[config.mk]
export PLATFORM = sky130hd
export DESIGN_NAME = spi_sclk_gen
export DESIGN_NICKNAME = d
export VERILOG_FILES = /design/src/rtl/spi_pkg.sv /design/src/rtl/spi_halfperiod_timer.sv /design/src/rtl/spi_sclk_gen.sv
export SDC_FILE = /design/constraint.sdc
export NUM_CORES = 1
export LEC_CHECK = 0
export CAP_MARGIN = 20
export CORE_MARGIN = 2
export CORE_UTILIZATION = 40
export CTS_BUF_LIST = sky130_fd_sc_hd__clkbuf_8 sky130_fd_sc_hd__clkbuf_16
export CTS_CLUSTER_SIZE = 16
export DETAILED_ROUTE_END_ITERATION = 7
export DONT_BUFFER_PORTS = 1
export SLEW_MARGIN = 20
export SYNTH_ARGS = -nofsm -noshare
export SYNTH_HDL_FRONTEND = slang
export SYNTH_SLANG_ARGS = --single-unit
[constraint.sdc]
create_clock -name clk -period 1.9 [get_ports clk]
set_input_delay 0.285 -clock clk [delete_from_list [all_inputs] [get_ports clk]]
set_output_delay 0.285 -clock clk [all_outputs]
set_load 0.01 [all_outputs]
[src/rtl/spi_pkg.sv]
// Shared types and default widths for the SPI serial-clock generator.
package spi_pkg;

    localparam int SPI_DIV_W_DEF = 16;
    localparam int SPI_CNT_W_DEF = 6;

    typedef enum logic [1:0] {
        ST_IDLE  = 2'd0,
        ST_RUN   = 2'd1,
        ST_GUARD = 2'd2
    } spi_state_t;

    typedef struct packed {
        logic cpol;
        logic cpha;
    } spi_mode_t;

endpackage

[src/rtl/spi_halfperiod_timer.sv]
// Half-period timer: counts 0..term_i while enabled and strobes tc_o on the
// last count. clear has priority and returns the count to zero.
module spi_halfperiod_timer
    import spi_pkg::*;
#(
    parameter int DIV_W = SPI_DIV_W_DEF
) (
    input  logic             clk,
    input  logic             reset,
    input  logic             clear,
    input  logic             enable,
    input  logic [DIV_W-1:0] term_i,
    output logic             tc_o
);

    localparam logic [DIV_W-1:0] CNT_ONE = DIV_W'(1);

    logic [DIV_W-1:0] cnt;

    // term_i is div-1, so the counter never needs to exceed 2^DIV_W-2.
    assign tc_o = enable && (cnt == term_i);

    // Count while enabled, wrap to zero on terminal count.
    always_ff @(posedge clk or posedge reset) begin
        if (reset) begin
            cnt <= '0;
        end else if (clear || tc_o) begin
            cnt <= '0;
        end else if (enable) begin
            cnt <= cnt + CNT_ONE;
        end
    end

endmodule

[src/rtl/spi_sclk_gen.sv]
// SPI serial-clock generator: produces SCLK for all four CPOL/CPHA modes plus
// MISO-sample and MOSI-shift strobes aligned with the SCLK edges.
// Optional feature: define SPI_SCLK_GEN_STALL_EN to add a stall_i input that
// freezes the half-period timer while a transfer is active.
module spi_sclk_gen
    import spi_pkg::*;
#(
    parameter int DIV_W = SPI_DIV_W_DEF,
    parameter int CNT_W = SPI_CNT_W_DEF
) (
    input  logic             clk,
    input  logic             reset,
    input  logic [DIV_W-1:0] div_i,
    input  logic             cpol_i,
    input  logic             cpha_i,
    input  logic [CNT_W-1:0] nbits_i,
    input  logic             start_i,
    input  logic             abort_i,
`ifdef SPI_SCLK_GEN_STALL_EN
    input  logic             stall_i,
`endif
    output logic             sclk_o,
    output logic             sample_o,
    output logic             shift_o,
    output logic             busy_o,
    output logic             done_o
);

    localparam logic [DIV_W-1:0] DIV_ONE  = DIV_W'(1);
    localparam logic [CNT_W:0]   EDGE_ONE = (CNT_W + 1)'(1);

    spi_state_t       state;
    spi_mode_t        mode_l;
    logic [DIV_W-1:0] term_l;
    logic [CNT_W-1:0] nbits_l;
    logic [CNT_W:0]   edge_cnt;
    logic [CNT_W:0]   edge_next;
    logic             stall;
    logic             active;
    logic             tc;
    logic             leading;
    logic             last_edge;

`ifdef SPI_SCLK_GEN_STALL_EN
    assign stall = stall_i;
`else
    assign stall = 1'b0;
`endif

    assign active    = (state != ST_IDLE);
    assign edge_next = edge_cnt + EDGE_ONE;
    // Odd edge numbers are the leading edges of a bit.
    assign leading   = edge_next[0];
    assign last_edge = (edge_next == {nbits_l, 1'b0});

    spi_halfperiod_timer #(
        .DIV_W (DIV_W)
    ) u_timer (
        .clk    (clk),
        .reset  (reset),
        .clear  (!active || abort_i),
        .enable (active && !stall),
        .term_i (term_l),
        .tc_o   (tc)
    );

    // Transfer FSM; every output is registered so strobes line up with SCLK.
    always_ff @(posedge clk or posedge reset) begin
        if (reset) begin
            state    <= ST_IDLE;
            mode_l   <= '0;
            term_l   <= '0;
            nbits_l  <= '0;
            edge_cnt <= '0;
            sclk_o   <= 1'b0;
            sample_o <= 1'b0;
            shift_o  <= 1'b0;
            busy_o   <= 1'b0;
            done_o   <= 1'b0;
        end else begin
            sample_o <= 1'b0;
            shift_o  <= 1'b0;
            done_o   <= 1'b0;
            case (state)
                ST_IDLE: begin
                    sclk_o <= cpol_i;
                    if (start_i && (nbits_i != '0)) begin
                        mode_l   <= {cpol_i, cpha_i};
                        // A divider of 0 behaves like 1.
                        term_l   <= (div_i == '0) ? '0 : (div_i - DIV_ONE);
                        nbits_l  <= nbits_i;
                        edge_cnt <= '0;
                        busy_o   <= 1'b1;
                        state    <= ST_RUN;
                    end
                end
                ST_RUN: begin
                    if (abort_i) begin
                        sclk_o <= mode_l.cpol;
                        busy_o <= 1'b0;
                        state  <= ST_IDLE;
                    end else if (tc) begin
                        sclk_o   <= ~sclk_o;
                        edge_cnt <= edge_next;
                        if (mode_l.cpha) begin
                            shift_o  <= leading;
                            sample_o <= !leading;
                        end else begin
                            sample_o <= leading;
                            // No launch after the final trailing edge.
                            shift_o  <= !leading && !last_edge;
                        end
                        if (last_edge) begin
                            state <= ST_GUARD;
                        end
                    end
                end
                ST_GUARD: begin
                    if (abort_i) begin
                        sclk_o <= mode_l.cpol;
                        busy_o <= 1'b0;
                        state  <= ST_IDLE;
                    end else if (tc) begin
                        sclk_o <= mode_l.cpol;
                        busy_o <= 1'b0;
                        done_o <= 1'b1;
                        state  <= ST_IDLE;
                    end
                end
                default: begin
                    busy_o <= 1'b0;
                    state  <= ST_IDLE;
                end
            endcase
        end
    end

endmodule

==> impl_metrics.prom, run 1 <==
# TYPE chip_impl_metric gauge
chip_impl_metric{name="core_occupancy_in_the_finished_layout",unit=""} 0.481
chip_impl_info{name="hp-start",value="div_i[0]"} 1
chip_impl_metric{name="final_report_max_slew_violation_count",unit=""} 0
chip_impl_info{name="status",value="finished, final reports clean"} 1
chip_impl_metric{name="buffer_ports.inserted",unit=""} 0
chip_impl_metric{name="gr-total-overflow",unit=""} 0
chip_impl_metric{name="clkSlewWorstSetupHoldPaths",unit="ps"} 100
chip_impl_metric{name="final_area",unit="mm²"} 0.00374
chip_impl_metric{name="die_x",unit="µm"} 93.6
chip_impl_info{name="critical_path_class",value="reg2reg"} 1
chip_impl_info{name="cp_cell_sequence",value="inv_1 -> ha_2 -> mux2_2 -> o41ai_4 -> buf_4 -> nor4b_1 -> a31oi_1 -> o21ai_0"} 1
chip_impl_metric{name="cts_sinks",unit=""} 54
chip_impl_metric{name="number_of_warning_messages_in_the_yosys_log",unit=""} 0
chip_impl_info{name="clockRootBuffer",value="sky130_fd_sc_hd__clkbuf_8"} 1
chip_impl_metric{name="drcViolationCount",unit=""} 0
chip_impl_metric{name="drt_first_pass_iters",unit=""} 4
chip_impl_metric{name="cts_made_buffers",unit=""} 5
chip_impl_metric{name="edff_count_synth",unit=""} 0
chip_impl_info{name="timing.rr.start",value="state[1]$_DFFE_PP0P_"} 1
chip_impl_info{name="rr_endpoint",value="edge_cnt[5]$_DFFE_PP0P_"} 1
chip_impl_metric{name="coreArea",unit="mm²"} 0.00777
chip_impl_metric{name="crit_arrival",unit="ps"} 2030
chip_impl_metric{name="timing.critical_path.required",unit="ps"} 2090
chip_impl_metric{name="initial_core_utilization",unit=""} 0.413
chip_impl_info{name="tritoncts",value="done"} 1
chip_impl_metric{name="ports_placed_on_the_boundary",unit=""} 33
chip_impl_metric{name="worstRegToRegCells",unit=""} 8
chip_impl_metric{name="ir_drop",unit="mV"} 0.434
chip_impl_metric{name="gp_congestion",unit=""} 0.821
chip_impl_metric{name="p_switching",unit="mW"} 1.56
chip_impl_info{name="yosysMostFrequentCell",value="sky130_fd_sc_hd__dfrtp_1"} 1
chip_impl_metric{name="grt_start_max_net_pins",unit=""} 37
chip_impl_metric{name="post_drt_wl_per_cell",unit="µm"} 15.1
chip_impl_metric{name="clock_tree.htree_level_count",unit=""} 2
chip_impl_metric{name="placement.cell_area",unit="mm²"} 0.00353
chip_impl_metric{name="clock.fmax",unit="MHz"} 545
chip_impl_metric{name="internal-power",unit="mW"} 2.66
chip_impl_metric{name="totalNegativeSetupSlack",unit="ps"} 0
chip_impl_metric{name="flow.area_growth_from_synthesis",unit="%"} 16.5
chip_impl_info{name="standard_cell_with_the_maximum_stage_delay_on_the_critical_path",value="sky130_fd_sc_hd__dfrtp_1"} 1
chip_impl_metric{name="post_synth.cell_area_avg",unit="µm²"} 9.47
chip_impl_metric{name="route.final.wire_length",unit="mm"} 7.12
chip_impl_metric{name="dieArea",unit="mm²"} 0.00876
chip_impl_metric{name="netlist_area",unit="mm²"} 0.00321
chip_impl_metric{name="worstSkewPairLatency",unit="ps"} 310
chip_impl_metric{name="max_fo_critical_path",unit=""} 6
chip_impl_metric{name="place_inst",unit=""} 459
chip_impl_metric{name="detailroute.via_count",unit=""} 2510
chip_impl_metric{name="yosysSeqAreaShare",unit=""} 0.421
chip_impl_metric{name="gr-usage-all-layers",unit=""} 0.171
chip_impl_metric{name="power.density_cell_area",unit="mW/mm²"} 1130
chip_impl_metric{name="nNetsFinal",unit=""} 403
chip_impl_metric{name="timing.final.crit_period",unit="ps"} 1840
chip_impl_metric{name="drt.antenna.violating_nets",unit=""} 0
chip_impl_metric{name="slew-limit-headroom",unit=""} 0.697
chip_impl_metric{name="antenna_violations_before_repair",unit=""} 0
chip_impl_info{name="min_delay_worst_endpoint",value="term_l[0]$_DFFE_PP0P_"} 1
chip_impl_metric{name="layout-drive-gt1-share",unit=""} 0.219
chip_impl_metric{name="routed_via_density",unit=""} 5.32
chip_impl_metric{name="crit_path_max_incr_delay",unit="ps"} 400
chip_impl_metric{name="fin_worst_skew",unit="ps"} 14.9
chip_impl_info{name="synthDominantAreaCellType",value="sky130_fd_sc_hd__dfrtp_1"} 1
chip_impl_metric{name="async_flop_share",unit=""} 1.00
chip_impl_metric{name="fillers",unit=""} 764
chip_impl_metric{name="die_h",unit="µm"} 93.6
chip_impl_info{name="critPathLaunchType",value="flip-flop"} 1
chip_impl_metric{name="synth_fp_nets",unit=""} 373
chip_impl_metric{name="detailedRoute.firstIterationViolations",unit=""} 109
chip_impl_info{name="cp-end-kind",value="flip-flop"} 1
chip_impl_metric{name="antenna_cells_inserted",unit=""} 0
chip_impl_metric{name="reg2reg_setup_slack",unit="ps"} 60
chip_impl_metric{name="clockBufferDepth",unit=""} 2
chip_impl_metric{name="first_global_vias",unit=""} 2499
chip_impl_metric{name="setup_viol",unit=""} 0
chip_impl_metric{name="hpwl",unit="mm"} 5.29
chip_impl_metric{name="final_hold_viol_count",unit=""} 0
chip_impl_info{name="synth-main-ff-cell",value="sky130_fd_sc_hd__dfrtp_1"} 1
chip_impl_metric{name="sequentialPowerShare",unit=""} 0.432
chip_impl_metric{name="count_of_placed_standard_cells_in_the_final_layout_fillers_left_out",unit=""} 472
chip_impl_info{name="netlist_top_cells_area",value="sky130_fd_sc_hd__dfrtp_1 (42%), sky130_fd_sc_hd__xor2_1 (7.4%), sky130_fd_sc_hd__xnor2_1 (6.3%)"} 1
chip_impl_metric{name="core_rows",unit=""} 32
chip_impl_metric{name="wire_length_of_the_first_global_routing_pass",unit="mm"} 11.9
chip_impl_metric{name="synth.ff_latch_count",unit=""} 54
chip_impl_metric{name="post-synth-top-area-fraction",unit=""} 0.421
chip_impl_metric{name="synth.distinct_cells",unit=""} 50
chip_impl_info{name="synth.cells.most_frequent",value="sky130_fd_sc_hd__dfrtp_1 (54), sky130_fd_sc_hd__nand2_1 (41), sky130_fd_sc_hd__nor2_1 (34)"} 1
chip_impl_metric{name="worst_pin_slew",unit="ps"} 454
chip_impl_metric{name="min_delay_path_depth",unit=""} 1
chip_impl_metric{name="drv_cap",unit=""} 0
chip_impl_info{name="hold_wc_path_type",value="in2reg"} 1
chip_impl_metric{name="leakage",unit="nW"} 1.60
chip_impl_metric{name="synthesis.instances",unit=""} 339
chip_impl_metric{name="switching_share",unit=""} 0.370
chip_impl_metric{name="share_comb_of_total_power",unit=""} 0.387
chip_impl_metric{name="final.period_utilization",unit=""} 0.966
chip_impl_metric{name="power_frac_clock",unit=""} 0.181
-- worst max path at each step --
| stage | from | end | slack, ps | cells after the start |
|---|---|---|---|---|
| final | state[1]$_DFFE_PP0P_ | edge_cnt[5]$_DFFE_PP0P_ | 60 | 8 |
| after global routing | state[1]$_DFFE_PP0P_ | u_timer.cnt[5]$_DFFE_PP0P_ | -20 | 8 |
| after CTS | term_l[15]$_DFFE_PP0P_ | sclk_o$_DFFE_PP0P_ | 10 | 8 |
| after detailed placement | div_i[8] | term_l[4]$_DFFE_PP0P_ | -180 | 5 |
| after global placement | div_i[8] | term_l[15]$_DFFE_PP0P_ | -150 | 6 |
| after floorplan | div_i[8] | term_l[9]$_DFFE_PP0P_ | -140 | 6 |
-- power by group through the flow --
stage / Sequential, mW / Clock (mW) / Combinational (mW)
final: 1.83 / 0.764 / 1.63
after global routing: 1.88 / 0.843 / 1.82
after detailed placement: 1.86 / 0 / 1.51
after floorplan: 1.75 / 0 / 1.21
after global placement: 1.85 / 0 / 1.47
after CTS: 1.84 / 0.793 / 1.52
-- stage by stage --
| step | total power [mW] | hold slack (ps) | setup slack (ps) |
|---|---|---|---|
| after floorplan | 2.95 | 366 | -138 |
| after global placement | 3.32 | 213 | -150 |
| after detailed placement | 3.37 | 205 | -182 |
| after CTS | 4.15 | 39.2 | 13.3 |
| after global routing | 4.54 | 34.0 | -23.3 |
| final | 4.22 | 46.6 | 63.8 |
-- state kept, by name (all words and copies together), names as in the netlist --
register     flops
edge_cnt         7
sclk_o           1
term_l          16
shift_o          1
nbits_l          6
mode_l           2
state            2
done_o           1
u_timer.cnt     16
sample_o         1
busy_o           1
-- cell usage in the layout (no fill, tap or decap), drive strengths merged, types with 2 or more instances in the layout --
master / Yosys / final
xor2: 27 / 27
clkbuf: 11 / 5
ha: 6 / 6
nand4: 8 / 8
dfrtp: 54 / 54
and2: 6 / 6
nor2b: 4 / 4
xnor2: 23 / 23
o221ai: 2 / 2
or4: 3 / 3
a31oi: 5 / 5
nand2: 41 / 41
mux2: 9 / 9
a22oi: 2 / 2
nand3: 10 / 10
buf: 2 / 34
inv: 10 / 12
nor3: 13 / 13
nor2: 34 / 34
or2: 2 / 2
and3: 6 / 6
o21ai: 23 / 23
nor4b: 4 / 4
nor3b: 3 / 3
o211ai: 4 / 4
mux2i: 3 / 3
nor4: 7 / 7
-- per-layer routing --
metal	up-vias	wire length, µm	track usage
met5	-	0	0
met4	0	71	0.0423
met3	7	292	0.0314
met2	45	3240	0.274
met1	1218	3510	0.239
li1	1240	-	-
-- kinds of logic (layout without fill, tap and decap cells) --
kind of cell,Yosys count,after routing,synth area share
buf+inv,23,54,0.0355
fa+ha+maj,6,6,0.0234
xor+xnor,50,50,0.136
flops,54,54,0.421
simple gates,145,145,0.229
compound gates,49,49,0.114
mux,12,12,0.0409
-- cell type report --
| cell class | instances | area (µm²) | area share |
|---|---|---|---|
| clock buffer | 5 | 68.8 | 0.0184 |
| clock inverter | 3 | 37.5 | 0.0100 |
| inverter | 10 | 37.5 | 0.0100 |
| multi-input combinational | 262 | 1810 | 0.484 |
| sequential | 54 | 1350 | 0.361 |
| tap | 102 | 128 | 0.0341 |
| timing repair buffer | 36 | 305 | 0.0817 |
-- critical path: cells and delay by family, from the launching register on --
| family | cells | cell delay (ps) |
|---|---|---|
| flip-flops | 1 | 400 |
| multiplexers | 1 | 360 |
| AND/OR/NAND/NOR | 1 | 60 |
| adder cells (fa/ha/maj) | 1 | 210 |
| buffers and inverters | 2 | 320 |
| AO/OA/AOI/OAI | 3 | 380 |
-- timing repair --
item,in CTS,in global routing
gates resized for setup,0,12
pin swaps,1,4
hold endpoints to repair,18,0
buffers inserted,1,2
gates cloned,0,1
hold buffers,1,0
setup endpoints to repair,18,27
No activity file was read; power rests on OpenSTA's default activity.
==> run 2, diff against run 1 <==
--- a/config.mk
+++ b/config.mk
@@ -11,7 +11,6 @@
 export CTS_BUF_LIST = sky130_fd_sc_hd__clkbuf_8 sky130_fd_sc_hd__clkbuf_16
 export CTS_CLUSTER_SIZE = 16
 export DETAILED_ROUTE_END_ITERATION = 7
-export DONT_BUFFER_PORTS = 1
 export SLEW_MARGIN = 20
 export SYNTH_ARGS = -nofsm -noshare
 export SYNTH_HDL_FRONTEND = slang
==> impl_metrics.prom, run 2 (synthesis gave the netlist of run 1 again) <==
# TYPE chip_impl_metric gauge
chip_impl_metric{name="final_area",unit="mm²"} 0.00421
chip_impl_metric{name="route.final.wire_length",unit="mm"} 7.42
chip_impl_metric{name="detailroute.via_count",unit=""} 2640
chip_impl_metric{name="post-place-ws",unit="ps"} -638
chip_impl_metric{name="drcViolationCount",unit=""} 0
chip_impl_metric{name="clkSlewWorstSetupHoldPaths",unit="ps"} 110
chip_impl_metric{name="max_fo_critical_path",unit=""} 3
chip_impl_info{name="timing.rr.start",value="state[0]$_DFFE_PP0P_"} 1
chip_impl_metric{name="routed_via_density",unit=""} 5.15
chip_impl_info{name="cp_cell_sequence",value="buf_2 -> or4_4 -> or4_4 -> nor4_4 -> buf_4 -> mux2i_1 -> o21ai_1"} 1
chip_impl_info{name="final_common_cell",value="sky130_fd_sc_hd__dfrtp_1"} 1
chip_impl_info{name="cp-end-kind",value="flip-flop"} 1
chip_impl_metric{name="flow.area_growth_from_synthesis",unit="%"} 31.3
chip_impl_metric{name="clockBufferDepth",unit=""} 2
chip_impl_metric{name="gr-total-overflow",unit=""} 0
chip_impl_metric{name="leakage",unit="nW"} 1.82
chip_impl_metric{name="final.period_utilization",unit=""} 0.959
chip_impl_metric{name="die_x",unit="µm"} 93.6
chip_impl_metric{name="core_occupancy_in_the_finished_layout",unit=""} 0.542
chip_impl_metric{name="layout-drive-gt1-share",unit=""} 0.258
chip_impl_info{name="tritoncts",value="done"} 1
chip_impl_info{name="hold_wc_path_type",value="in2reg"} 1
chip_impl_metric{name="detailedRoute.firstIterationViolations",unit=""} 83
chip_impl_metric{name="grt_start_max_net_pins",unit=""} 25
chip_impl_metric{name="worst_pin_slew",unit="ps"} 395
chip_impl_metric{name="core_rows",unit=""} 32
chip_impl_metric{name="first_global_vias",unit=""} 2551
chip_impl_metric{name="dieArea",unit="mm²"} 0.00876
chip_impl_metric{name="cts_made_buffers",unit=""} 5
chip_impl_metric{name="cts_sinks",unit=""} 54
chip_impl_metric{name="final_hold_viol_count",unit=""} 0
chip_impl_metric{name="antenna_cells_inserted",unit=""} 0
chip_impl_metric{name="setup_viol",unit=""} 0
chip_impl_info{name="standard_cell_with_the_maximum_stage_delay_on_the_critical_path",value="sky130_fd_sc_hd__or4_4"} 1
chip_impl_metric{name="crit_arrival",unit="ps"} 2030
chip_impl_metric{name="timing.final.crit_period",unit="ps"} 1820
chip_impl_metric{name="ir_drop",unit="mV"} 0.414
chip_impl_metric{name="wire_length_of_the_first_global_routing_pass",unit="mm"} 12.4
chip_impl_info{name="critical-path-top-cell-by-count",value="sky130_fd_sc_hd__or4_4"} 1
chip_impl_metric{name="gr-usage-all-layers",unit=""} 0.179
chip_impl_info{name="status",value="finished, final reports clean"} 1
chip_impl_metric{name="die_h",unit="µm"} 93.6
chip_impl_metric{name="hpwl",unit="mm"} 5.42
chip_impl_metric{name="drt.antenna.violating_nets",unit=""} 0
chip_impl_metric{name="post_drt_wl_per_cell",unit="µm"} 14.5
chip_impl_metric{name="nNetsFinal",unit=""} 444
chip_impl_metric{name="power.density_cell_area",unit="mW/mm²"} 1060
chip_impl_metric{name="buffer_ports.inserted",unit=""} 32
chip_impl_metric{name="drt_first_pass_iters",unit=""} 4
chip_impl_metric{name="fin_worst_skew",unit="ps"} 10.3
chip_impl_metric{name="initial_core_utilization",unit=""} 0.413
chip_impl_metric{name="timing.final.ws_setup",unit="ps"} 77.1
chip_impl_info{name="final_cell_mix",value="sky130_fd_sc_hd__dfrtp_1 (53), sky130_fd_sc_hd__nand2_1 (39), sky130_fd_sc_hd__buf_4 (39)"} 1
chip_impl_metric{name="ports_placed_on_the_boundary",unit=""} 33
chip_impl_info{name="setup_repair_after_global_routing_missed_its_margin",value="yes"} 1
chip_impl_metric{name="clock.fmax",unit="MHz"} 549
chip_impl_info{name="clockRootBuffer",value="sky130_fd_sc_hd__clkbuf_8"} 1
chip_impl_info{name="critical_path.startpoint",value="div_i[5]"} 1
chip_impl_info{name="critical_path_class",value="in2reg"} 1
chip_impl_info{name="critPathLaunchType",value="primary input"} 1
chip_impl_metric{name="drv_cap",unit=""} 0
chip_impl_metric{name="gp_congestion",unit=""} 0.844
chip_impl_metric{name="clock_tree.htree_level_count",unit=""} 2
chip_impl_metric{name="coreArea",unit="mm²"} 0.00777
chip_impl_metric{name="worstSkewPairLatency",unit="ps"} 320
chip_impl_metric{name="antenna_violations_before_repair",unit=""} 0
chip_impl_info{name="hp-start",value="nbits_i[1]"} 1
chip_impl_metric{name="cts.hold.buffers_added",unit=""} 0
chip_impl_info{name="biggestRegsByFlops",value="term_l: 16 flops, u_timer.cnt: 16 flops, edge_cnt: 7 flops"} 1
chip_impl_metric{name="slew-limit-headroom",unit=""} 0.736
chip_impl_metric{name="crit_path_max_incr_delay",unit="ps"} 530
chip_impl_metric{name="timing.critical_path.required",unit="ps"} 2110
chip_impl_metric{name="final_report_max_slew_violation_count",unit=""} 0
chip_impl_metric{name="placement.cell_area",unit="mm²"} 0.00395
-- run 2: final cells by class --
type,count,area [µm²]
multi-input combinational,263,1900
timing repair buffer,76,684
clock inverter,3,45.0
sequential,54,1350
clock buffer,5,68.8
fill,720,3550
inverter,10,37.5
tap,102,128
-- run 2: final timing paths --
path	depth (start not counted)	slack, ps	end
worst max register to register	8	90	edge_cnt[4]$_DFFE_PP0P_
worst min-delay path	2	230	nbits_l[1]$_DFFE_PP0P_
max in group asynchronous	3	1180	edge_cnt[2]$_DFFE_PP0P_
worst min register to register	2	510	term_l[4]$_DFFE_PP0P_
worst max-delay path	7	80	term_l[14]$_DFFE_PP0P_
min in group asynchronous	2	270	u_timer.cnt[11]$_DFFE_PP0P_
-- run 2: worst max-delay path, delay by kind of cell --
kind	cells	cell delay, ps
buf+inv	2	270
simple gates	3	1220
mux	1	170
compound gates	1	80
-- run 2: timing repair --
item,4_1_cts,5_1_grt
buffers inserted,1,0
pin swaps,6,9
gates resized for setup,21,29
gates cloned,2,0
setup endpoints to repair,31,37
-- run 2: routing by layer --
| metal | track usage | up-vias | wire (µm) |
|---|---|---|---|
| li1 | - | 1336 | - |
| met1 | 0.260 | 1249 | 3770 |
| met2 | 0.279 | 49 | 3310 |
| met3 | 0.0250 | 6 | 246 |
| met4 | 0.0531 | 0 | 97 |
| met5 | 0 | - | 0 |
-- run 2: power by group --
part	switching, mW	total (mW)	internal [mW]
logic	0.906	1.81	0.907
registers	0.359	1.86	1.50
clock network	0.404	0.797	0.393
-- run 2: through the flow --
stage / hold slack, ps / total power [mW] / setup TNS (ps) / instances
2_1_floorplan: 366 / 2.95 / -1540 / 339
3_3_place_gp: 486 / 3.48 / -15230 / 502
3_5_place_dp: 491 / 3.52 / -16120 / 502
4_1_cts: 277 / 4.40 / -0.652 / 513
5_1_grt: 231 / 4.78 / -28.0 / 513
6_report: 233 / 4.46 / 0 / 513
